`src/rtl/inst_encoder_pkg.sv`:
```
// Shared types for the instruction encoder: the instruction-class, ALU and
// branch function enums (same encoding as the decoder's), the RV32 opcode
// constants, the canonical NOP word and small field-mapping helpers.
package inst_encoder_pkg;

  typedef enum logic [3:0] {
    IT_OP    = 4'd0,
    IT_OPIMM = 4'd1,
    IT_LOAD  = 4'd2,
    IT_STORE = 4'd3,
    IT_BRANCH= 4'd4,
    IT_JAL   = 4'd5,
    IT_JALR  = 4'd6,
    IT_LUI   = 4'd7,
    IT_AUIPC = 4'd8,
    IT_MUL   = 4'd9,
    IT_DIV   = 4'd10,
    IT_NOP   = 4'd11
  } itype_e;

  typedef enum logic [3:0] {
    ALU_ADD  = 4'd0,
    ALU_SUB  = 4'd1,
    ALU_SLL  = 4'd2,
    ALU_SLT  = 4'd3,
    ALU_SLTU = 4'd4,
    ALU_XOR  = 4'd5,
    ALU_SRL  = 4'd6,
    ALU_SRA  = 4'd7,
    ALU_OR   = 4'd8,
    ALU_AND  = 4'd9
  } alu_func_e;

  typedef enum logic [2:0] {
    BR_EQ  = 3'd0,
    BR_NEQ = 3'd1,
    BR_LT  = 3'd2,
    BR_GE  = 3'd3,
    BR_LTU = 3'd4,
    BR_GEU = 3'd5,
    BR_DBR = 3'd6
  } br_func_e;

  localparam logic [6:0] OPC_OP     = 7'b0110011;
  localparam logic [6:0] OPC_OPIMM  = 7'b0010011;
  localparam logic [6:0] OPC_LOAD   = 7'b0000011;
  localparam logic [6:0] OPC_STORE  = 7'b0100011;
  localparam logic [6:0] OPC_BRANCH = 7'b1100011;
  localparam logic [6:0] OPC_JAL    = 7'b1101111;
  localparam logic [6:0] OPC_JALR   = 7'b1100111;
  localparam logic [6:0] OPC_LUI    = 7'b0110111;
  localparam logic [6:0] OPC_AUIPC  = 7'b0010111;

  localparam logic [31:0] NOP_WORD = 32'h00000013;

  typedef struct packed {
    logic       ok;
    logic [2:0] f3;
    logic [6:0] f7;
  } alu_enc_t;

  typedef struct packed {
    logic       ok;
    logic [2:0] f3;
  } br_enc_t;

  // True when v is representable as a two's-complement number of 'bits' bits:
  // everything from the sign bit upward must be a copy of it.
  function automatic logic fits_signed(input logic signed [31:0] v, input int unsigned bits);
    logic signed [31:0] hi;
    hi = v >>> (bits - 1);
    return (hi == 32'sd0) || (hi == -32'sd1);
  endfunction

  function automatic alu_enc_t alu_enc(input alu_func_e f);
    alu_enc_t e;
    e = '{ok: 1'b1, f3: 3'b000, f7: 7'h00};
    case (f)
      ALU_ADD:  e.f3 = 3'b000;
      ALU_SUB:  begin e.f3 = 3'b000; e.f7 = 7'h20; end
      ALU_SLL:  e.f3 = 3'b001;
      ALU_SLT:  e.f3 = 3'b010;
      ALU_SLTU: e.f3 = 3'b011;
      ALU_XOR:  e.f3 = 3'b100;
      ALU_SRL:  e.f3 = 3'b101;
      ALU_SRA:  begin e.f3 = 3'b101; e.f7 = 7'h20; end
      ALU_OR:   e.f3 = 3'b110;
      ALU_AND:  e.f3 = 3'b111;
      default:  e.ok = 1'b0;
    endcase
    return e;
  endfunction

  function automatic br_enc_t br_enc(input br_func_e f);
    br_enc_t e;
    e = '{ok: 1'b1, f3: 3'b000};
    case (f)
      BR_EQ:   e.f3 = 3'b000;
      BR_NEQ:  e.f3 = 3'b001;
      BR_LT:   e.f3 = 3'b100;
      BR_GE:   e.f3 = 3'b101;
      BR_LTU:  e.f3 = 3'b110;
      BR_GEU:  e.f3 = 3'b111;
      default: e.ok = 1'b0;   // Dbr and unused codes have no encoding
    endcase
    return e;
  endfunction

endpackage

```
`src/rtl/inst_encoder_if.sv`:
```
// Field-bundle / machine-word bus of the instruction encoder.
//   Input side : in_valid/in_ready handshake plus decoded fields
//                (iType_in, aluFunc_in, brFunc_in, funct3_in, imm_in,
//                rs1_in, rs2_in, rd_in).
//   Output side: out_valid/out_ready handshake plus instruction_out,
//                addr_out, illegal_out, err_count_out.
//   master = producer of fields / consumer of words; slave = the encoder.
interface inst_encoder_if #(
  parameter int DEPTH = 1024,
  parameter int ERR_W = 8
);
  import inst_encoder_pkg::*;

  localparam int AW = (DEPTH > 1) ? $clog2(DEPTH) : 1;

  logic                   in_valid;
  logic                   in_ready;
  itype_e                 iType_in;
  alu_func_e              aluFunc_in;
  br_func_e               brFunc_in;
  logic        [2:0]      funct3_in;
  logic signed [31:0]     imm_in;
  logic        [4:0]      rs1_in;
  logic        [4:0]      rs2_in;
  logic        [4:0]      rd_in;
  logic                   out_valid;
  logic                   out_ready;
  logic        [31:0]     instruction_out;
  logic        [AW-1:0]   addr_out;
  logic                   illegal_out;
  logic        [ERR_W-1:0] err_count_out;

  modport master (
    output in_valid, iType_in, aluFunc_in, brFunc_in, funct3_in, imm_in,
           rs1_in, rs2_in, rd_in, out_ready,
    input  in_ready, out_valid, instruction_out, addr_out, illegal_out,
           err_count_out
  );

  modport slave (
    input  in_valid, iType_in, aluFunc_in, brFunc_in, funct3_in, imm_in,
           rs1_in, rs2_in, rd_in, out_ready,
    output in_ready, out_valid, instruction_out, addr_out, illegal_out,
           err_count_out
  );
endinterface

```
`src/rtl/inst_encoder_pack.sv`:
```
// inst_pack: purely combinational packing of decoded fields into an RV32IM
// machine word, with a legality flag.
//   Inputs : itype_i, alu_i, br_i, funct3_i, imm_i (byte-offset form),
//            rs1_i, rs2_i, rd_i
//   Outputs: word_o (meaningful only when legal_o), legal_o
module inst_pack
  import inst_encoder_pkg::*;
(
  input  itype_e             itype_i,
  input  alu_func_e          alu_i,
  input  br_func_e           br_i,
  input  logic        [2:0]  funct3_i,
  input  logic signed [31:0] imm_i,
  input  logic        [4:0]  rs1_i,
  input  logic        [4:0]  rs2_i,
  input  logic        [4:0]  rd_i,
  output logic        [31:0] word_o,
  output logic               legal_o
);

  alu_enc_t ae;
  br_enc_t  be;
  logic     is_shift;

  assign ae       = alu_enc(alu_i);
  assign be       = br_enc(br_i);
  assign is_shift = ae.ok && ((ae.f3 == 3'b001) || (ae.f3 == 3'b101));

  always_comb begin
    word_o  = NOP_WORD;
    legal_o = 1'b0;
    case (itype_i)
      IT_OP: begin
        legal_o = ae.ok;
        word_o  = {ae.f7, rs2_i, rs1_i, ae.f3, rd_i, OPC_OP};
      end
      IT_OPIMM: begin
        if (is_shift) begin
          // Shift amount is an unsigned 0..31 field; funct7 sits above it.
          legal_o = (imm_i[31:5] == '0);
          word_o  = {ae.f7, imm_i[4:0], rs1_i, ae.f3, rd_i, OPC_OPIMM};
        end else begin
          legal_o = ae.ok && (alu_i != ALU_SUB) && fits_signed(imm_i, 12);
          word_o  = {imm_i[11:0], rs1_i, ae.f3, rd_i, OPC_OPIMM};
        end
      end
      IT_LOAD: begin
        legal_o = funct3_i inside {3'd0, 3'd1, 3'd2, 3'd4, 3'd5};
        word_o  = {imm_i[11:0], rs1_i, funct3_i, rd_i, OPC_LOAD};
      end
      IT_STORE: begin
        legal_o = (funct3_i < 3'd3);
        word_o  = {imm_i[11:5], rs2_i, rs1_i, funct3_i, imm_i[4:0], OPC_STORE};
      end
      IT_BRANCH: begin
        legal_o = be.ok && !imm_i[0] && fits_signed(imm_i, 13);
        word_o  = {imm_i[12], imm_i[10:5], rs2_i, rs1_i, be.f3,
                   imm_i[4:1], imm_i[11], OPC_BRANCH};
      end
      IT_JAL: begin
        legal_o = !imm_i[0] && fits_signed(imm_i, 21);
        word_o  = {imm_i[20], imm_i[10:1], imm_i[11], imm_i[19:12], rd_i, OPC_JAL};
      end
      IT_JALR: begin
        legal_o = fits_signed(imm_i, 12);
        word_o  = {imm_i[11:0], rs1_i, 3'b000, rd_i, OPC_JALR};
      end
      IT_LUI: begin
        legal_o = (imm_i[11:0] == 12'h000);
        word_o  = {imm_i[31:12], rd_i, OPC_LUI};
      end
      IT_AUIPC: begin
        legal_o = (imm_i[11:0] == 12'h000);
        word_o  = {imm_i[31:12], rd_i, OPC_AUIPC};
      end
      IT_MUL: begin
        legal_o = !funct3_i[2];
        word_o  = {7'b0000001, rs2_i, rs1_i, funct3_i, rd_i, OPC_OP};
      end
      IT_DIV: begin
        legal_o = funct3_i[2];
        word_o  = {7'b0000001, rs2_i, rs1_i, funct3_i, rd_i, OPC_OP};
      end
      IT_NOP: begin
        legal_o = 1'b1;
        word_o  = NOP_WORD;
      end
      default: begin
        legal_o = 1'b0;
        word_o  = NOP_WORD;
      end
    endcase
  end

endmodule

```
`src/rtl/inst_encoder.sv`:
```
// inst_encoder: accepts decoded instruction fields, emits the RV32IM word
// through one backpressured output register, with a wrapping write address
// for instruction-memory loading and a saturating illegal-bundle counter.
//   clk_in   : clock
//   rst_in   : synchronous active-high reset
//   flush_in : drop the held word, reload the address counter with BASE_ADDR
//   bus      : inst_encoder_if slave (field handshake in, word handshake out)
module inst_encoder
  import inst_encoder_pkg::*;
#(
  parameter int DEPTH     = 1024,
  parameter int BASE_ADDR = 0,
  parameter int ERR_W     = 8
)(
  input  logic          clk_in,
  input  logic          rst_in,
  input  logic          flush_in,
  inst_encoder_if.slave bus
);

  localparam int AW = (DEPTH > 1) ? $clog2(DEPTH) : 1;

  function automatic logic [ERR_W-1:0] sat_inc(input logic [ERR_W-1:0] v);
    return (&v) ? v : v + ERR_W'(1);
  endfunction

  function automatic logic [AW-1:0] wrap_inc(input logic [AW-1:0] a);
    return (a == AW'(DEPTH - 1)) ? '0 : a + AW'(1);
  endfunction

  logic [31:0]      pk_word;
  logic             pk_legal;
  logic             accept;
  logic             xfer;

  logic             vld_p1_q,   vld_p1_d;
  logic [31:0]      instr_p1_q, instr_p1_d;
  logic             ill_p1_q,   ill_p1_d;
  logic [AW-1:0]    addr_q,     addr_d;
  logic [ERR_W-1:0] err_q,      err_d;

  inst_pack u_pack (
    .itype_i  (bus.iType_in),
    .alu_i    (bus.aluFunc_in),
    .br_i     (bus.brFunc_in),
    .funct3_i (bus.funct3_in),
    .imm_i    (bus.imm_in),
    .rs1_i    (bus.rs1_in),
    .rs2_i    (bus.rs2_in),
    .rd_i     (bus.rd_in),
    .word_o   (pk_word),
    .legal_o  (pk_legal)
  );

  assign bus.in_ready = !vld_p1_q || bus.out_ready;
  assign accept       = bus.in_valid && bus.in_ready;
  assign xfer         = vld_p1_q && bus.out_ready;

  // ---- stage p0 -> p1: output register, address and error accounting ----
  always_comb begin
    vld_p1_d   = vld_p1_q;
    instr_p1_d = instr_p1_q;
    ill_p1_d   = ill_p1_q;
    addr_d     = addr_q;
    err_d      = err_q;
    if (flush_in) begin
      // Flush beats a same-cycle accept: the bundle is dropped, no count.
      vld_p1_d = 1'b0;
      ill_p1_d = 1'b0;
      addr_d   = AW'(BASE_ADDR);
    end else begin
      if (xfer) begin
        addr_d = wrap_inc(addr_q);
      end
      if (accept) begin
        vld_p1_d   = 1'b1;
        instr_p1_d = pk_legal ? pk_word : NOP_WORD;
        ill_p1_d   = !pk_legal;
        if (!pk_legal) begin
          err_d = sat_inc(err_q);
        end
      end else if (xfer) begin
        vld_p1_d = 1'b0;
      end
    end
  end

  always_ff @(posedge clk_in) begin
    if (rst_in) begin
      vld_p1_q   <= 1'b0;
      instr_p1_q <= '0;
      ill_p1_q   <= 1'b0;
      addr_q     <= AW'(BASE_ADDR);
      err_q      <= '0;
    end else begin
      vld_p1_q   <= vld_p1_d;
      instr_p1_q <= instr_p1_d;
      ill_p1_q   <= ill_p1_d;
      addr_q     <= addr_d;
      err_q      <= err_d;
    end
  end

  assign bus.out_valid       = vld_p1_q;
  assign bus.instruction_out = instr_p1_q;
  assign bus.addr_out        = addr_q;
  assign bus.illegal_out     = ill_p1_q;
  assign bus.err_count_out   = err_q;

endmodule

```
`src/flat_wrapper.sv`:
```
// flat-port wrapper written by rule: the top's interface ports become plain ports
module inst_encoder_flat import inst_encoder_pkg::*;
#(
  parameter int DEPTH     = 1024,
  parameter int BASE_ADDR = 0,
  parameter int ERR_W     = 8
)
  (clk_in, rst_in, flush_in, bus_in_valid, bus_iType_in, bus_aluFunc_in, bus_brFunc_in, bus_funct3_in, bus_imm_in, bus_rs1_in, bus_rs2_in, bus_rd_in, bus_out_ready, bus_in_ready, bus_out_valid, bus_instruction_out, bus_addr_out, bus_illegal_out, bus_err_count_out);
  inst_encoder_if #(.DEPTH(DEPTH), .ERR_W(ERR_W)) bus_i ();
  input  logic clk_in;
  input  logic rst_in;
  input  logic flush_in;
  input wire logic [$bits(bus_i.in_valid)-1:0] bus_in_valid;
  input wire logic [$bits(bus_i.iType_in)-1:0] bus_iType_in;
  input wire logic [$bits(bus_i.aluFunc_in)-1:0] bus_aluFunc_in;
  input wire logic [$bits(bus_i.brFunc_in)-1:0] bus_brFunc_in;
  input wire logic [$bits(bus_i.funct3_in)-1:0] bus_funct3_in;
  input wire logic [$bits(bus_i.imm_in)-1:0] bus_imm_in;
  input wire logic [$bits(bus_i.rs1_in)-1:0] bus_rs1_in;
  input wire logic [$bits(bus_i.rs2_in)-1:0] bus_rs2_in;
  input wire logic [$bits(bus_i.rd_in)-1:0] bus_rd_in;
  input wire logic [$bits(bus_i.out_ready)-1:0] bus_out_ready;
  output wire logic [$bits(bus_i.in_ready)-1:0] bus_in_ready;
  output wire logic [$bits(bus_i.out_valid)-1:0] bus_out_valid;
  output wire logic [$bits(bus_i.instruction_out)-1:0] bus_instruction_out;
  output wire logic [$bits(bus_i.addr_out)-1:0] bus_addr_out;
  output wire logic [$bits(bus_i.illegal_out)-1:0] bus_illegal_out;
  output wire logic [$bits(bus_i.err_count_out)-1:0] bus_err_count_out;
  assign bus_i.in_valid = bus_in_valid;
  assign bus_i.iType_in = bus_iType_in;
  assign bus_i.aluFunc_in = bus_aluFunc_in;
  assign bus_i.brFunc_in = bus_brFunc_in;
  assign bus_i.funct3_in = bus_funct3_in;
  assign bus_i.imm_in = bus_imm_in;
  assign bus_i.rs1_in = bus_rs1_in;
  assign bus_i.rs2_in = bus_rs2_in;
  assign bus_i.rd_in = bus_rd_in;
  assign bus_i.out_ready = bus_out_ready;
  assign bus_in_ready = bus_i.in_ready;
  assign bus_out_valid = bus_i.out_valid;
  assign bus_instruction_out = bus_i.instruction_out;
  assign bus_addr_out = bus_i.addr_out;
  assign bus_illegal_out = bus_i.illegal_out;
  assign bus_err_count_out = bus_i.err_count_out;
  inst_encoder #(.DEPTH(DEPTH), .BASE_ADDR(BASE_ADDR), .ERR_W(ERR_W)) u_core (.clk_in(clk_in), .rst_in(rst_in), .flush_in(flush_in), .bus(bus_i));
endmodule
```
`config.mk`:
```
export PLATFORM = sky130hd
export DESIGN_NAME = inst_encoder_flat
export DESIGN_NICKNAME = d
export VERILOG_FILES = /design/src/rtl/inst_encoder_pkg.sv /design/src/rtl/inst_encoder_if.sv /design/src/rtl/inst_encoder_pack.sv /design/src/rtl/inst_encoder.sv /design/src/flat_wrapper.sv
export SDC_FILE = /design/constraint.sdc
export NUM_CORES = 1
export LEC_CHECK = 0
export CAP_MARGIN = 10
export CORE_MARGIN = 5
export CORE_UTILIZATION = 41
export DETAILED_ROUTE_END_ITERATION = 6
export PLACE_DENSITY = 0.79
export SLEW_MARGIN = 40
export SYNTH_ARGS = -nofsm -noshare
export SYNTH_HDL_FRONTEND = slang
export SYNTH_SLANG_ARGS = --single-unit
export TNS_END_PERCENT = 50
```
`constraint.sdc`:
```
create_clock -name clk_in -period 2.11 [get_ports clk_in]
set_clock_uncertainty 0.15 [all_clocks]
set_input_delay 0.3165 -clock clk_in [delete_from_list [all_inputs] [get_ports clk_in]]
set_output_delay 0.3165 -clock clk_in [all_outputs]
set_load 0.1 [all_outputs]
```
* After elaboration in Yosys (flattened, before gate mapping) *
Cells that the tools add are included.
W data, S select, Z words.

storage, ports and cells
  register bits after elaboration = 52
  input port bits = 66
  output and inout port bits = 53
  logic and storage cells = 98

operators by class
  add/sub/neg operators = 2
  $lt $le $gt $ge = 1
  eq/ne operators = 36
  mux-type cells = 13
  bitwise logic cells = 3
  reductions and logical operators = 38

operators with widths
  cell                     number
  $pmux W32 S10            1
  $logic_not A32 Y1        3
  $mux W32                 2
  $eq A4 B3 Y1 const B     8
  $logic_not A27 Y1        1
  $eq A4 B4 Y1 const B     6
  $eq A21 B1 Y1 const B    1
  $pmux W3 S7              1
  $eq A20 B1 Y1 const B    1
  $eq A4 B2 Y1 const B     4
  $eq A3 B3 Y1 const B     5
  $pmux W3 S5              1
  $eq A12 B1 Y1 const B    1
  $logic_not A12 Y1        1
  $pmux W1 S11             1
  $add A10 B1 Y10 const B  1
  $eq A10 B10 Y1 const B   1
  $mux W10                 1
  $reduce_or A10 Y1        1
  $reduce_or A2 Y1         5
  $eq A3 B1 Y1 const B     3
  $eq A3 B2 Y1 const B     3
  $add A8 B1 Y8 const B    1
  $eq A4 B1 Y1 const B     2
  other kinds (16)         38

* Logic depth before layout (Yosys ltp) *
Gate-level depths: netlist (run 1).

  depth after elaboration = 10
  depth in mapped cells = 9

* Hierarchy *
From an unflattened synthesis (run 1), not the netlist that was laid out.

unflattened totals
  cells, all modules = 467
  area total of the unflattened synthesis = 3454.6 sq um

modules (own cells, without submodules)
  module        times used  cells an instance  area each (sq um)  sequential area each (sq um)
  inst_encoder  1           251                2144.6             1041.0
  inst_pack     1           216                1310.0             0.0

* Worst setup path before layout (run 1) *
Ideal clock, no wire load.

  kind = reg2reg
  start point = register u_core.vld_p1_q (netlist: u_core.bus.out_valid)
  end point = register u_core.instr_p1_q[26] (netlist: u_core.bus.instruction_out[26])
  setup time = 0.070 ns
  arrival = 3.154 ns
  data required time = 1.890 ns
  path slack = -1.264 ns
  cell stages (with the launch flop) = 9
  path buffers = 2
  clock period less this slack = 3.374 ns
  cell sequence = dfxtp_1 > nand2b_1 > nand2_1 > nor2_1 > nor2_1 > clkbuf_1 > clkbuf_1 > nand2_1 > o21ai_1

between the ends
  cells in the longest elaborated chain, start to end = 4

RTL lines
  item                                line                text
  start: declaration                  inst_encoder.sv:36  logic vld_p1_q, vld_p1_d;
  start signal: assignment            inst_encoder.sv:96  vld_p1_q <= vld_p1_d;
  $logic_not A1 Y1                    inst_encoder.sv:55  assign bus.in_ready = !vld_p1_q || bus.out_ready;
  $logic_or A1 B1 Y1                  inst_encoder.sv:55
  named net bus_in_ready              flat_wrapper.sv:23  output wire logic [$bits(bus_i.in_ready)-1:0] bus_in_ready;
  $logic_and A1 B1 Y1                 inst_encoder.sv:56  assign accept = bus.in_valid && bus.in_ready;
  $reduce_and A2 Y1 (no source line)  --
  end signal: assignment              inst_encoder.sv:97  instr_p1_q <= instr_p1_d;
  end: declaration                    inst_encoder.sv:37  logic [31:0] instr_p1_q, instr_p1_d;

The timed path passes the listed nets, and every way through them passes these cells.
A chain may end at the register's enable or synchronous reset.

* Worst setup path in the final report (run 1) *
  start point = input port bus_iType_in[1]
  end point = register u_core.instr_p1_q[20] (netlist: u_core.bus.instruction_out[20])

between the ends
  cells in the longest elaborated chain, start to end = 4
  elaborated cells on any way between the ends = 17
  those cells by class = 11 x eq/ne; 3 x mux; 3 x reduce/logical

RTL lines
  item                                           line                     text
  start: declaration                             flat_wrapper.sv:14       input wire logic [$bits(bus_i.iType_in)-1:0] bus_iType_in;
  $eq A4 B4 Y1 or $eq A4 B3 Y1 (tied branches)   inst_encoder_pack.sv:32  case (itype_i)
  $reduce_or A2 Y1 (no source line)              --
  $pmux W1 S11 or $pmux W32 S10 (tied branches)  inst_encoder_pack.sv:32
  $mux W32 *                                     inst_encoder.sv:77       instr_p1_d = pk_legal ? pk_word : NOP_WORD;

Mark *: on every way between the ends. The rest lies on a longest branch, timed or not.

==> run summary, run 1 <==
After Yosys synthesis, and, or, nand and nor cells account for 26.5% of the synthesized area. The fraction of synthesized area in multiplexers is 0%. The tools report the category of the worst setup path launch point as an input pin. The clock passes through at most 2 buffers. The mean number of vias per cell was 5.78. Once the floorplan was initialized, standard cells occupied 42.2% of the core. The library cell used most frequently in the layout, excluding fill and tap cells, is buf_4. The number of nets in the synthesized netlist is 488. Yosys printed 0 warnings. Prior to clock tree synthesis, the placed netlist has a worst setup slack of -0.718 ns. The signal on the critical path passes through buf_8, or4b_4, o41ai_4, a221oi_2, o2111ai_4, buf_6, o2111ai_4, buf_8, o21ai_2. Across the VDD grid, the largest voltage drop is 0.242 mV. The part of the total power dissipated in combinational logic was 32.8%; the width of the chip was 99.2 um. The worst setup path is of the input pin to flip-flop kind. The power consumption was 2.41 mW; the switching power of the nets was 0.819 mW.

For the finished layout, the period the worst path requires is 2.15 ns. The xor and xnor fraction of the mapped netlist area was 2.95%. Counting flops with an async set or reset pin after synthesis yields a share of 0%. Dividing the detail-routed wire length by the instance count gives 17.7 um. The first detailed-routing pass ran for 5 iterations. The power density relative to cell area works out to 435 nW/um^2. In this run the tightest slew margin relative to its limit is 51.1%. 119 I/O pins were placed. In this run the remaining antenna-violating nets after routing total 0.

After Yosys synthesis, full adders, half adders and majority gates account for 1.84% of the synthesized area. Together, buffers and inverters on the worst path number 3. The tools report the area of all placed cells without fillers as 5550 um^2. Setup total negative slack on the finished layout was measured at -0.269 ns. At the pin with the least slew margin, the transition time is 0.726 ns. From synthesis to final layout, the design area changed by 70.0%. The post-synthesis register bit count is 51, and the clock sink count is 51. The tools report the master cell of the clock root buffer as clkbuf_8. The floorplan step defined a die boundary enclosing 9840 um^2. The total grt overflow is 0. The post-route netlist has 39.9% of its cells at a drive strength greater than 1. Counting flops with a built-in enable in the synthesized netlist gives 0. The source-to-sink clock delay at the later pin of the worst-skew pair was 0.32 ns. Across all layers, the routed design uses 4,181 vias. Internal power comes to 1.59 mW. The die boundary height is 99.2 um.

Per report_power, the sequential group accounts for 40.9% of the total. The placeable core region was 7730 um^2; the initial DRC count was 299. The checks that failed: negative setup slack. The count of maximum capacitance violations came out at 0.

The synthesized area divided by synthesized cell count was 7.81 um^2. The total instance count after detailed placement is 692, and the largest driver fanout on the critical path is 7. Dividing the final minimum period by the clock period gives 102%. In the layout the commonest cells are 141 x buf_4, 37 x nor2_1, 37 x dfxtp_1.

Setup repair after global routing could not meet its margin everywhere. Row generation in the floorplan step produced 32 rows. For this design the static power due to leakage is 2.30 nW.

The CTS H-tree depth is 2, and the maximum number of pins on one net before global-route repair is 30. The number of antenna violations at the first check in global routing was 0. Worst-path cell with the longest stage delay: or4b_4.

The main flop type after synthesis is dfxtp_1. The final hold violation count was 0; the via count of the first global-routing pass was 4,208. For this run, the slowest stage of the critical path takes 0.55 ns. The data required time at the worst endpoint was 2.20 ns. Count of unique library cells instantiated by Yosys: 61. The path class of the tightest hold or removal check is input pin to flip-flop.

The synthesized netlist devotes 31.9% of its cell area to compound gates. The main combinational cell family by area after synthesis was compound AO/OA/AOI/OAI gates. Once placement finished, the instance area stood at 5010 um^2. The reg2reg setup slack came out at 0.09 ns.

The filler cells instantiated in the layout total 601. The sequential cell area fraction in the yosys report was 31.3%. Cells fill 71.8% of the core in the end. The run finished, with violations left. The first-pass GRT wire length is 20.4 mm, and the fraction of power spent switching nets is 33.9%. The tools report the number of cells in the finished layout apart from fillers as 723.

The gate count after technology mapping was 418; the part of the power in the clock network was 26.3%. Routability-driven placement finished with a final weighted congestion of 0.945. Endpoint type of the worst setup path: a flip-flop. During placement, the flow inserted port buffers numbering 118. The cell family contributing the most delay on the critical path is compound AO/OA/AOI/OAI gates.

Data arrives at the worst endpoint at 2.25 ns. The final wirelength is 12.8 mm, and the synthesized cell area is 3260 um^2. The count of final max-slew check failures came out at 0. After clock tree synthesis, the clock-pin slew on the worst setup and hold paths is 0.10 ns.

The total half-perimeter wirelength after legalization and detailed placement was 9.16 mm. Setup violations remaining at the end of the flow were counted as 15. The number of antenna diodes in the final layout is 0. The setup slack of the critical path after layout came out at -0.0438 ns.

The run gives 0.254 ns as the final hold slack. Hold repair after CTS inserted 0 buffers. The run gives 464 MHz as the fmax.

After detailed routing, the number of remaining DRC violations is 0. The net count of the finished layout is 690. Global-route usage over all layers: 25.0%.

TritonCTS built the clock tree. The total CTS buffers came out at 5.
==> routing by layer <==
layer / track usage (%) / share of wire (%) / up-vias
met4: 7.14 / 1.6 / 0
met2: 44.3 / 49 / 185
met1: 31.1 / 43 / 1977
li1: - / - / 2000
met3: 4.21 / 6.8 / 19
met5: 0 / 0 / -
==> state kept, by name (all words and copies together) (netlist names) <==
register / flops
u_core.bus.err_count_out: 8
u_core.bus.instruction_out: 31
u_core.bus.addr_out: 10
u_core.bus.illegal_out: 1
u_core.bus.out_valid: 1
==> power by group through the flow <==
stage	sequential [mW]	clock [mW]	combinational [mW]
after floorplan	1.10	0	0.274
after global placement	1.01	0	0.704
after detailed placement	1.01	0	0.714
after CTS	0.986	0.639	0.765
after global routing	0.989	0.675	0.840
final	0.987	0.636	0.791
==> path summary, 6_finish.rpt <==
path,from,to,cells past startpoint
max reg2reg,u_core.bus.err_count_out[3],u_core.bus.err_count_out[4],7
max,bus_iType_in[1],u_core.bus.instruction_out[20],9
min,bus_imm_in[28],u_core.bus.instruction_out[28],3
min reg2reg,u_core.bus.instruction_out[29],u_core.bus.instruction_out[29],2
==> synthesized netlist by cell type (7+ instances only) <==
cell      instances  area, um^2
a21oi_1          32         160
nand3_1          13        65.1
inv_1            10        37.5
xor2_1            7        61.3
clkbuf_1         14        52.6
nor3_1            9        45.0
a32o_1           11         110
nand2_1          36         135
buf_2             7        35.0
nor2b_1          15        93.8
o21ai_0          17        85.1
o31ai_1           8        60.1
nor2_1           39         146
dfxtp_1          51        1020
a221oi_1          8        70.1
nand2b_1          8        50.1
nor4_1            8        50.1
o21ai_1          11        55.1
a22oi_1          14         105
==> area by class of cell <==
| cell class | instances | area [um^2] | area share (%) |
|---|---|---|---|
| sequential | 51 | 1040 | 18.8 |
| inverter | 10 | 37.5 | 0.677 |
| clock buffer | 6 | 82.6 | 1.49 |
| timing repair buffer | 225 | 1900 | 34.3 |
| tap | 102 | 128 | 2.30 |
| clock inverter | 2 | 16.3 | 0.293 |
| multi-input combinational | 327 | 2340 | 42.2 |
==> worst register-to-register path, stage by stage (launching register included) <==
cell	delay, ns
dfxtp_2	0.35
and3_1	0.19
and3_1	0.20
nand3_1	0.12
o311ai_2	0.12
buf_4	0.19
or4_1	0.49
a21oi_2	0.14
==> what timing repair did <==
item	4_1_cts	5_1_grt
pin swaps	44	27
endpoints found under the setup margin	39	39
resized for setup	117	73
cloned	5	0
buffers inserted	21	1
==> kinds of logic after synthesis <==
| logic type | Yosys count |
|---|---|
| flops | 51 |
| xor+xnor | 11 |
| compound gates | 145 |
| buf+inv | 40 |
| simple gates | 166 |
| fa+ha+maj | 5 |
(Power assumes the default switching activity.)
==> run 2, diff against run 1 <==
Settings changed: PLACE_DENSITY 0.79 to default, PLACE_DENSITY_LB_ADDON from default to 0.12.
==> run 2 against run 1 <==
Effect of this change:
- the flow now finishes without violations
- combinational power is 3.9% higher
- first-iteration DRC count is 22% lower
- setup slack better by 0.048 ns
- largest cell class unchanged
==> run summary, run 2 (synthesis results as in run 1) <==
The cell area after placement is 5090 um^2 (+1.6%). The number of buffers inserted for hold repair after clock tree synthesis is 0 (unchanged). The top cell types in the final layout, fill and taps aside, are 148 x buf_4, 37 x nor2_1, 37 x dfxtp_1. The run gives 2.43 nW (+5.5%) as the leakage component of the power.

The critical path goes through clkdlybuf4s15_1, nand4_1, buf_4, nor3_4, a2bb2oi_4, o311ai_4, buf_6, buf_6, buf_4, o31ai_1, a21oi_2. The mean number of vias per cell is 5.80 (+0.29%). The tree is rooted in a clkbuf_8. The number of routed nets with antenna violations was 0 (unchanged). The number of detailed-route iterations in the first pass came out at 5 (unchanged). The reg2reg setup slack came out at 0.05 ns (-0.04 ns).

The tools report the total half-perimeter wirelength after legalization and detailed placement as 9.36 mm (+2.2%). The via count of the first global-routing pass is 4,070 (-3.3%), and the number of setup violations in the final report is 0 (-15). The tools report the data required time at the worst endpoint as 2.20 ns (about the same). The critical path starts at bus_imm_in[27]. The run gives 0 (unchanged) as the count of maximum capacitance violations. The tools report the area of all placed cells without fillers as 5750 um^2 (+3.7%). The I/O pin count is 119 (unchanged). The source-to-sink clock delay at the later pin of the worst-skew pair was 0.31 ns (about the same). The tools report the worst-case clock buffer depth as 2 (unchanged).

For the number of core rows, the log shows 32 (unchanged). The run gives 0 (unchanged) as the number of antenna violations at the first check in global routing. The die boundary height came out at 99.2 um (unchanged).

Type of the worst setup path: input pin to flip-flop. The width of the chip works out to 99.2 um (unchanged). The total of buffers placed on input and output ports was 118 (unchanged). The startpoint identified for the worst register-to-register timing path is u_core.bus.err_count_out[4].

The worst-path cell with the longest stage delay is o311ai_4. TritonCTS built the clock tree. The initial DRC count was 233 (-22%); the ratio of cells with drive above 1 in the final layout was 43.5% (+3.6 points).

STA classifies the critical path startpoint as an input pin. The worst setup path is captured at a flip-flop. The run gives 51.4% (+0.25 points) as the worst max-slew margin expressed relative to the limit. The flow ran to the end, and the final reports show no timing, DRC or antenna violations. In this run the worst setup path terminates at u_core.bus.err_count_out[6]. The overall via count from detail_route is 4,257 (+1.8%). The first-pass GRT wire length came out at 19.9 mm (-2.5%). The clock-pin slew on the worst setup and hold paths is 0.11 ns (about the same).

The detail-routed net length per standard cell is 17.8 um (+0.38%), and the clock period minus final worst setup slack is 2.11 ns (-0.0479 ns). The portion of the clock cycle consumed by the worst path in the final layout was 99.8% (-2.3 points); the largest driver fanout on the critical path was 4 (-3). The slew at the pin closest to its max-slew limit is 0.728 ns (+0.00214 ns), and the final hold violation count is 0 (unchanged). Leaving out fill and tap cells, the most frequent cell in the layout is buf_4. The run gives 0.874 (-7.5%) as the final RePlAce weighted congestion.

For the data arrival time of the critical path, the log shows 2.20 ns (-0.05 ns). The logs give 0 (unchanged) for the count of final max-slew check failures and 2 (unchanged) for the CTS H-tree depth. The final hold slack was 0.195 ns (-0.0591 ns).

The tools report the total grt overflow as 0 (unchanged). The power density relative to cell area was 423 nW/um^2 (-2.7%). Setup repair after global routing could not meet its margin everywhere.

Capture instance of the worst register-to-register path: u_core.bus.err_count_out[6]. Global-route usage over all layers: 24.5% (-0.54 points). The tools report the maximum number of pins on one net before global-route repair as 30 (unchanged). The final antenna diode count is 0 (unchanged), and the number of flip-flops in the largest register is 31 (unchanged). For the die outline area, the log shows 9840 um^2 (unchanged). The tightest min-delay check is of the input pin to flip-flop type. Initial core utilization: 42.2% (unchanged). Power consumption: 2.43 mW (+0.88%). Final core utilization: 74.4% (+2.6 points). Fmax: 475 MHz (+2.3%). The run gives 0.307 mV (+27%) as the maximum resistive drop on vdd.

The run gives 701 (+1.6%) as the final-stage net count. For the final wirelength, the log shows 13.1 mm (+1.9%). The synthesis-to-finish area growth is 76.3%, and the placeable core region is 7730 um^2 (unchanged). The run gives 5 (unchanged) as the total CTS buffers. For the DRC violation count after routing, the log shows 0 (unchanged). The delay of the slowest critical-path stage is 0.35 ns (-0.20 ns), and the depth of the worst register-to-register path is 8 (+1).

The clock sink count is 51 (unchanged).
-- run 2: cell count changes in the layout (fill, tap and decap cells not counted), sizes merged --
cell           previous run  this run
buf                     166       183
clkdlybuf4s15            16         6
dlygate4sd2               7        10
clkbuf                   19        21
clkdlybuf4s50            22        21
clkinvlp                  1         0
dlymetal6s2s              1         2
-- run 2: how the worst min path moves through the flow --
stage | start | endpoint | slack, ns | depth (start not counted)
3_5_place_dp | u_core.bus.instruction_out[27] | u_core.bus.instruction_out[27] | 0.30 | 2
6_report | bus_imm_in[8] | u_core.bus.instruction_out[28] | 0.19 | 3
5_1_grt | bus_imm_in[24] | u_core.bus.instruction_out[24] | 0.21 | 3
3_3_place_gp | u_core.bus.instruction_out[29] | u_core.bus.instruction_out[29] | 0.29 | 2
2_1_floorplan | flush_in | u_core.bus.addr_out[8] | 0.25 | 1
4_1_cts | bus_imm_in[14] | u_core.bus.instruction_out[14] | 0.28 | 3
-- run 2: timing repair --
item	4_1_cts	5_1_grt
buffers inserted	5	15
setup endpoints to repair	39	39
pin swaps	26	32
gates resized for setup	125	101
cloned	4	1
-- run 2: cell type report --
cell class / instances / area [um^2]
multi-input cells: 327 / 2470
repair buffers: 236 / 1980
fillers: 604 / 1980
flip-flops and latches: 51 / 1040
well taps: 102 / 128
clock buffers: 7 / 86.3
inverters: 10 / 37.5
clock inverters: 1 / 8.76
-- run 2: worst max-delay path, delay by kind of cell --
kind	cells	cell delay, ns
buf+inv	5	0.80
compound gates	4	0.65
simple gates	2	0.44
-- run 2: per-stage QoR --
stage               std cells  setup WS [ns]  setup TNS (ns)
global placement          703         -0.825          -28.94
global route              734         -0.101          -0.385
finish                    734        0.00411               0
detailed placement        703         -0.849          -27.79
CTS                       719       -0.00959        -0.00959
floorplan                 418        -0.0693          -0.498
-- run 2: layer usage --
layer / global-route usage (%) / up-vias / wire (um)
met5: 0 / - / 0
met4: 6.30 / 0 / 374
met3: 3.30 / 33 / 840
met2: 45.4 / 190 / 6750
met1: 29.5 / 2010 / 5090
li1: - / 2024 / -
-- run 2: power breakdown --
part	switching, mW	leakage [nW]	internal (mW)	total (mW)
clock network	0.356	0.0484	0.270	0.626
registers	0.0117	0.419	0.975	0.986
logic	0.453	1.96	0.369	0.822
==> run 3, diff against run 2 <==
Settings changed: CORE_UTILIZATION 41 to 42, SYNTH_HIERARCHICAL from default to 1.
==> run 3 against run 2 <==
Effect of this change:
- the flow now finishes with violations (negative setup slack)
- die area up 3.0%
- sequential share of layout area up 0.12 points
- global-route usage down 0.43 points
- synthesized area up 5.9%
- register-to-register slack better by 0.20 ns
- first-iteration DRC count down 32%
- via count up 1.4%
- non-clock buffer count up 5
- worst hold slack better by 0.086 ns
- total power up 8.4%
- critical endpoint is now u_core/bus.err_count_out[4]
- largest power group unchanged
==> run summary, run 3 <==
The reg2reg setup slack is 0.25 ns (+0.20 ns). On the critical path, the stage with the largest delay is an instance of o41ai_1. For the sequential cell area fraction in the yosys report, the log shows 30.1% (-1.2 points). The signal on the critical path passes through buf_6, nor2b_4, and3b_1, or3_1, a22oi_2, nor3_2, or3_4, buf_4, o41ai_1, a21oi_2. Setup repair after global routing could not meet its margin everywhere.

The leakage component of the power is 2.39 nW (-1.3%), and the I/O pin count is 119 (unchanged). The final-stage net count was 751 (+7.1%); the clock sink count was 52 (+2.0%). The mean number of vias per cell was 5.49 (-5.3%); the final RePlAce weighted congestion was 0.925 (+5.9%). The total of warnings raised by yosys came out at 6 (+6).

The delay of the slowest critical-path stage was 0.48 ns (+0.13 ns). The main flop type after synthesis was dfxtp_1. The area of all placed cells without fillers was 5720 um^2 (-0.57%).

The share of synthesized flip-flops with an asynchronous set or reset works out to 0% (unchanged). Count of unique library cells instantiated by Yosys: 67 (+9.8%). The power density relative to cell area is 461 nW/um^2 (+9.0%), and the area share of the leading cell type in the synthesized netlist is 30.1% (-1.2 points).

For the maximum resistive drop on vdd, the log shows 0.361 mV (+18%). Count of maximum capacitance violations: 0 (unchanged). The initial DRC count was 159 (-32%); the pre-CTS setup slack was -0.993 ns (-0.144 ns). The tools report the first-pass GRT wire length as 20.1 mm (+1.0%).

By area the synthesized netlist is led by dfxtp_1 30%, a21oi_1 8.7%, nand2_1 5.9%. The kind of path behind the tightest hold check was input pin to flip-flop. The number of fill cells in the layout came out at 704 (+17%). Final core utilization: 70.3% (-4.1 points).

The tools report the overall via count from detail_route as 4,318 (+1.4%). The clock-pin slew on the worst setup and hold paths was 0.10 ns (about the same). The via count of the first global-routing pass is 4,139 (+1.7%). The total grt overflow is 0 (unchanged), and the number of antenna violations at the first check in global routing is 0 (unchanged). The worst setup path is captured at a flip-flop.

The number of routed nets with antenna violations was 0 (unchanged); the DRC violation count after routing was 0 (unchanged). The logs give 42.5% (+0.24 points) for the initial core utilization and 5 (unchanged) for the total CTS buffers. The detail-routed net length per standard cell came out at 15.9 um (-11%). The final antenna diode count was 0 (unchanged); the ratio of cells with drive above 1 in the final layout was 36.7% (-6.8 points). The portion of the clock cycle consumed by the worst path in the final layout came out at 115% (+16 points).

The clock period minus final worst setup slack works out to 2.44 ns (+0.331 ns). The number of core rows came out at 33 (+3.1%). The number of enable flip-flop cells after synthesis is 0 (unchanged), and the maximum number of pins on one net before global-route repair is 33 (+10%). The run gives 0 (unchanged) as the final hold violation count.

TritonCTS built the clock tree. The tools report the source-to-sink clock delay at the later pin of the worst-skew pair as 0.30 ns (about the same). The flow ran to the end, but the final reports show violations. Most frequently used cell type in the post-synthesis netlist: a21oi_1. For the cell area after placement, the log shows 5230 um^2 (+2.7%). For the data arrival time of the critical path, the log shows 2.47 ns (+0.27 ns). The logs give -0.326 ns (-0.331 ns) for the setup slack of the critical path after layout and 467 (+12%) for the gate count after technology mapping. The total of buffers placed on input and output ports was 118 (unchanged); the synthesis-to-finish area growth was 65.6%. The run gives 0 (unchanged) as the count of final max-slew check failures. The synthesized cell area was 3450 um^2 (+5.9%); the data required time at the worst endpoint was 2.14 ns (-0.06 ns). The total half-perimeter wirelength after legalization and detailed placement was 9.32 mm (-0.43%); the final wirelength was 12.5 mm (-4.2%). The synthesized area divided by synthesized cell count is 7.40 um^2 (-5.2%). The worst max-slew margin expressed relative to the limit was 67.5% (+16 points). The fmax is 410 MHz (-14%), and the slew at the pin closest to its max-slew limit is 0.481 ns (-0.246 ns). The checks that failed: negative setup slack. For the CTS H-tree depth, the log shows 2 (unchanged).

The tools report the worst-case clock buffer depth as 2 (unchanged). Leaving out fill and tap cells, the most frequent cells in the layout are 163 x buf_4, 51 x nand2_1, 51 x dfxtp_1. Post-synthesis register bit count: 52 (+2.0%). The number of flip-flops in the largest register came out at 32 (+3.2%). Width of the chip: 101 um (+1.5%). The commonest cells after synthesis are 60 x a21oi_1, 54 x nand2_1, 52 x dfxtp_1. Die outline area: 10,100 um^2 (+3.0%). The number of setup violations in the final report was 37 (+37).

STA classifies the critical path startpoint as an input pin. dfxtp_1 takes more of the synthesized area than any other cell. The final hold slack was 0.281 ns (+0.0863 ns).

The largest driver fanout on the critical path came out at 9 (+5). The library cell used most frequently in the layout, excluding fill and tap cells, is buf_4. The global-route usage over all layers is 24.0% (-0.43 points). The tree is rooted in a clkbuf_8. The die boundary height is 101 um (+1.5%).

The logs give 4 (-1) for the number of detailed-route iterations in the first pass and 8130 um^2 (+5.3%) for the placeable core region. The type of the worst setup path was input pin to flip-flop.
[run 3: where the power goes]
part	internal [mW]	switching, mW	leakage, nW
clock	0.467	0.330	0.0642
combinational	0.378	0.455	1.91
sequential	0.996	0.0116	0.421
total	1.84	0.796	2.39
[run 3: what timing repair did]
action	CTS	global route
hold buffers	0	0
gates cloned	1	1
setup endpoints to repair	39	39
resized for setup	116	26
setup buffers	18	5
pin swaps	36	22
endpoints found under the hold margin	0	0
[run 3: through the flow]
| step | TNS [ns] | cells | power (mW) |
|---|---|---|---|
| after floorplan | -7.81 | 468 | 1.43 |
| after global routing | -7.03 | 786 | 2.76 |
| final | -4.06 | 786 | 2.64 |
| after global placement | -29.06 | 755 | 1.80 |
| after detailed placement | -29.66 | 755 | 1.81 |
| after CTS | -4.12 | 780 | 2.63 |
[run 3: logic make-up (layout without fill, tap and decap cells)]
| family | count (synthesis) | count (layout) | synth area share [%] |
|---|---|---|---|
| muxes | 3 | 3 | 0.942 |
| buffers and inverters | 44 | 257 | 6.48 |
| adders and majority gates | 5 | 5 | 1.74 |
| AOI/OAI and AO/OA | 141 | 141 | 26.3 |
| DFF | 52 | 52 | 30.1 |
| and+or+nand+nor | 213 | 213 | 32.3 |
| xor gates and xnor gates | 8 | 8 | 2.03 |
| other | 1 | 2 | 0.109 |
[run 3: final cells by class]
cell class | instances | area, um^2 | area share, %
inverters | 9 | 36.3 | 0.634
flip-flops and latches | 52 | 1040 | 18.2
repair buffers | 241 | 1960 | 34.3
clock inverters | 2 | 60.1 | 1.05
clock buffers | 5 | 68.8 | 1.20
multi-input cells | 372 | 2420 | 42.3
well taps | 105 | 131 | 2.30
[run 3: worst max-delay path, delay by kind of cell]
| kind | cells | cell delay, ns |
|---|---|---|
| AOI/OAI and AO/OA | 3 | 0.76 |
| buffers and inverters | 2 | 0.28 |
| and+or+nand+nor | 5 | 1.11 |
[run 3: worst paths after layout]
check | start | to | cells after the start
max | bus_aluFunc_in[0] | u_core/bus.err_count_out[4] | 10
min | bus_imm_in[7] | u_core/bus.instruction_out[27] | 4
max reg2reg | u_core/bus.err_count_out[0] | u_core/bus.err_count_out[4] | 6
min reg2reg | u_core/bus.instruction_out[30] | u_core/bus.instruction_out[30] | 2
[run 3: per-layer routing]
layer / vias to the layer above / track usage [%] / part of all wire (%)
li1: 2139 / - / -
met1: 2023 / 31.9 / 44
met2: 140 / 39.1 / 47
met3: 16 / 5.19 / 7.3
met4: 0 / 7.15 / 1.6
met5: - / 0 / 0
==> patch 1, RTL diff (settings of run 1) <==
`DEPTH` is set to 1024 in 3 places; all go to 2048.
--- a/src/rtl/inst_encoder_if.sv
+++ b/src/rtl/inst_encoder_if.sv
@@ -8,3 +8,3 @@
 interface inst_encoder_if #(
-  parameter int DEPTH = 1024,
+  parameter int DEPTH = 2048,
   parameter int ERR_W = 8
--- a/src/rtl/inst_encoder.sv
+++ b/src/rtl/inst_encoder.sv
@@ -10,3 +10,3 @@
 #(
-  parameter int DEPTH     = 1024,
+  parameter int DEPTH     = 2048,
   parameter int BASE_ADDR = 0,
--- a/src/flat_wrapper.sv
+++ b/src/flat_wrapper.sv
@@ -3,3 +3,3 @@
 #(
-  parameter int DEPTH     = 1024,
+  parameter int DEPTH     = 2048,
   parameter int BASE_ADDR = 0,
Interface: changed (resized bus_addr_out); port bits go from 119 to 120. The function was not compared with the original's and may differ.
==> patch 1 against run 1 <==
The run ends with DRC, setup timing left. Synthesized cell count rose by 4.8%. Synthesized area increased by 2.0%. Sequential cell count increased by 1. Design area decreased by 1.7%. Wire length fell by 4.9%. Clock power is 3% lower. Total power fell by 1.6%. Worst setup slack lost 46 ps. Highest routed layer unchanged.
==> patch 1: results (changes against run 1) <==
Worst setup path
  – Setup slack, reg-to-reg: 190 ps (was 90 ps)
  – Reg2Reg Launch Point: u_core.bus.err_count_out[4]$_SDFFE_PP0P_ (was u_core.bus.err_count_out[3]$_SDFFE_PP0P_)
  – Slowest stage cell on the critical path: or4_4 (was or4b_4)
  – Crit path max fanout: 8 (was 7)
  – FF-to-FF path depth: 6 (was 7)

Pwr
  – VDD IR max: 0.295 mV (was 0.242 mV)
  – Leakage: 0.00223 uW (was 0.00230 uW)
  – Clock power frac: 26.0% (was 26.3%)
  – Switching power: 805 uW (was 819 uW)

Status
  – Failing checks: DRC, setup timing (was setup timing)
  – Status: finished, violations left (unchanged)

Place
  – Placer Congestion: 0.981 (was 0.945)
  – Placed insts: 717 (was 692)

Min path
  – Min-delay src: bus_imm_in[14] (was bus_imm_in[28])
  – Sink of the worst hold path: u_core.bus.instruction_out[14]$_SDFFE_PP0P_ (was u_core.bus.instruction_out[28]$_SDFFE_PP0P_)

Final layout
  – Layout Nets: 701 (was 690)
  – Fillcell total: 641 (was 601)
  – Non-Filler Instances: 734 (was 723)
  – Layout cell share with drive strength beyond 1: 36.6% (was 39.9%)

Route
  – Vias/cell: 5.61 (was 5.78)
  – Routed wire length: 12.2 mm (was 12.8 mm)
  – DRC viols: 8 (was 0)

Synth
  – Syn nets: 508 (was 488)
  – Area contributors post-synth: dfxtp_1 (31%), nand2_1 (6.1%), a21oi_1 (4.8%) (was dfxtp_1 (31%), a21oi_1 (4.9%), nor2_1 (4.5%))

STA
  – Final setup fails: 30 (was 15)
  – Worst setup margin: -89.6 ps (was -43.8 ps)
  – Relative slew margins: 53.2% (was 51.1%)

Global routing
  – First-pass GRT wire length: 18.9 mm (was 20.4 mm)
  – Vias in the first global route: 4002 (was 4208)
  – Total GRT Usage: 22.9% (was 25.0%)
## patch 1: cell count changes after synthesis, sizes merged, moves of 6 or more
cell	before	now
nand2	36	54
a32o	11	1
o21ai	28	37
mux2	0	7
a22o	6	0
o22a	0	6
## patch 1: layout make-up
| class | instances | share of cell area (%) |
|---|---|---|
| clock inverter | 3 | 0.505 |
| tap | 102 | 2.34 |
| clock buffer | 5 | 1.26 |
| sequential | 52 | 19.3 |
| multi-input combinational | 350 | 43.6 |
| inverter | 9 | 0.619 |
| timing repair buffer | 213 | 32.3 |
## patch 1: worst reg2reg max path, delay by kind of cell (launching register included)
family           cells  cell delay, ps
AND/OR/NAND/NOR      5             980
flip-flops           1             340
multiplexers         1             350
## patch 1: per-layer routing
| metal | GRT usage (%) | wire (microns) | up-vias |
|---|---|---|---|
| met5 | 0 | 0 | - |
| met1 | 27.5 | 5020 | 1903 |
| met2 | 40.9 | 6050 | 186 |
| met4 | 7.46 | 209 | 0 |
| met3 | 4.52 | 903 | 20 |
| li1 | - | - | 2007 |
## patch 1: cells by family after synthesis
kind of cell | count (synthesis) | share of synthesized area (%)
muxes | 10 | 3.27
xor gates and xnor gates | 10 | 2.63
adders and majority gates | 5 | 1.80
and+or+nand+nor | 193 | 29.4
DFF | 52 | 31.3
AOI/OAI and AO/OA | 131 | 26.9
buffers and inverters | 37 | 4.74
## patch 1: repair_timing
item | 4_1_cts | 5_1_grt
gates cloned | 2 | 0
buffers inserted | 4 | 4
pin swaps | 25 | 9
hold buffers | 0 | 0
resized for setup | 118 | 54
setup endpoints to repair | 39 | 39
## patch 1: worst max-delay path by stage
stage	slack, ps	end	start	cells past startpoint
floorplan	-260	u_core.bus.err_count_out[2]$_SDFFE_PP0P_	bus_imm_in[16]	7
global placement	-900	u_core.bus.err_count_out[2]$_SDFFE_PP0P_	bus_iType_in[2]	8
detailed placement	-980	u_core.bus.err_count_out[2]$_SDFFE_PP0P_	bus_iType_in[2]	8
CTS	-230	u_core.bus.err_count_out[2]$_SDFFE_PP0P_	bus_imm_in[16]	8
global route	-120	u_core.bus.err_count_out[4]$_SDFFE_PP0P_	bus_iType_in[2]	9
finish	-90	u_core.bus.err_count_out[4]$_SDFFE_PP0P_	bus_iType_in[2]	9
## patch 1: stage by stage
step | utilization (%) | hold WS [ps] | power, uW
after floorplan | - | 286 | 1390
after global placement | 65.8 | 286 | 1730
after detailed placement | 65.8 | 290 | 1740
after CTS | 68.2 | 153 | 2360
after global routing | 69.9 | 172 | 2480
final | 69.9 | 172 | 2380
## patch 1: power groups by stage
stage	sequential, uW	clock [uW]	combinational [uW]
after floorplan	1130	0	266
after global routing	1010	676	795
after CTS	1010	630	718
final	1010	618	751
after detailed placement	1030	0	713
after global placement	1030	0	700
==> patch 2, RTL diff (config.mk and constraints of run 1) <==
Made on the original files. `instr_p1_q` no longer has a reset.
--- a/src/rtl/inst_encoder.sv
+++ b/src/rtl/inst_encoder.sv
@@ -90,3 +90,2 @@
       vld_p1_q   <= 1'b0;
-      instr_p1_q <= '0;
       ill_p1_q   <= 1'b0;
@@ -96,3 +95,2 @@
       vld_p1_q   <= vld_p1_d;
-      instr_p1_q <= instr_p1_d;
       ill_p1_q   <= ill_p1_d;
@@ -101,2 +99,6 @@
     end
+  end
+
+  always_ff @(posedge clk_in) begin
+    instr_p1_q <= instr_p1_d;
   end
Formal check against the unedited RTL: not equivalent (Yosys sat finds a counterexample within 4 cycles, from zero or initial values and one cycle with rst_in high).
==> patch 2 against run 1 <==
The run still ends with setup timing left. Sequential power increased by 8%. Total power is 8.6% higher. Worst setup slack lost 95 ps. Die area shrank 1.0%. Largest power group unchanged. Synthesized area is 1.1% lower. Sequential cell count shrank 1. Wire length fell by 7.7%. Design area shrank 2.3%.
==> patch 2: results (changes against run 1) <==
Status
  – Status: finished, violations left (unchanged)
  – Failing checks: setup timing (unchanged)

Place
  – DP HPWL: 8.60 mm (was 9.16 mm)
  – IO buf count: 116 (was 118)
  – Placer Congestion: 0.994 (was 0.945)

Final layout
  – Max FFs per register: 30 (was 31)
  – Register share of the cell area: 24.2% (was 18.8%)
  – Layout Nets: 645 (was 690)
  – Clock buffers and inverters, area share: 2.08% (was 1.78%)
  – Count of non-CTS buffers in the layout: 210 (was 225)
  – Num sequential: 50 (was 51)
  – Fillcell total: 593 (was 601)
  – Multi-Input Combinational: 297 (was 327)

Synth
  – Compound-Gate Fraction of Synth Area: 22.3% (was 31.9%)
  – Netlist cell types: 60 (was 61)
  – Dominant synthesized flop cell: edfxtp_1 (was dfxtp_1)
  – Adder-Cell Fraction of Synth Area: 1.86% (was 1.84%)
  – Area contributors post-synth: edfxtp_1 (28%), dfxtp_1 (12%), nor2_1 (7.3%) (was dfxtp_1 (31%), a21oi_1 (4.9%), nor2_1 (4.5%))
  – Post-synth top cells: nor2_1 (63), edfxtp_1 (30), nand2_1 (25) (was dfxtp_1 (51), nor2_1 (39), nand2_1 (36))

Route
  – Met1 wire length: 4.67 mm (was 5.50 mm)
  – DR iter-0 viols: 253 (was 299)
  – Drt first pass iters: 6 (was 5)
  – Routed wire length: 11.8 mm (was 12.8 mm)

CTS
  – Clk_lat worst skew: 300 ps (was 320 ps)

Worst setup path
  – Crit path max fanout: 8 (was 7)
  – Critical Path Max Stage Delay: 570 ps (was 550 ps)
  – Slowest stage cell on the critical path: or4_4 (was or4b_4)

STA
  – Worst setup margin: -139 ps (was -43.8 ps)
  – Final setup fails: 36 (was 15)
  – Setup TNS: -3880 ps (was -269 ps)

Global routing
  – Total GRT Usage: 23.0% (was 25.0%)
  – Met3 GRT Util: 3.40% (was 4.21%)
[patch 2: cell count changes after synthesis, moves of 5 or more]
cell / before / now
a222oi_1: 6 / 0
a22o_1: 6 / 0
nor2b_1: 15 / 6
a21oi_1: 32 / 24
o21ai_1: 11 / 0
edfxtp_1: 0 / 30
nor2_1: 39 / 63
dfxtp_1: 51 / 20
a32o_1: 11 / 0
nand2_1: 36 / 25
a22oi_1: 14 / 19
[patch 2: final timing paths]
path | cells past startpoint | from | slack (ps) | to
worst max register to register | 6 | u_core.bus.err_count_out[0]$_SDFFE_PP0P_ | 100 | u_core.bus.err_count_out[3]$_SDFFE_PP0P_
worst min-delay path | 3 | bus_imm_in[16] | 230 | u_core.bus.instruction_out[16]$_SDFFCE_PN0P_
worst max-delay path | 11 | bus_iType_in[1] | -140 | u_core.bus.err_count_out[5]$_SDFFE_PP0P_
worst min register to register | 2 | u_core.bus.err_count_out[1]$_SDFFE_PP0P_ | 360 | u_core.bus.err_count_out[1]$_SDFFE_PP0P_
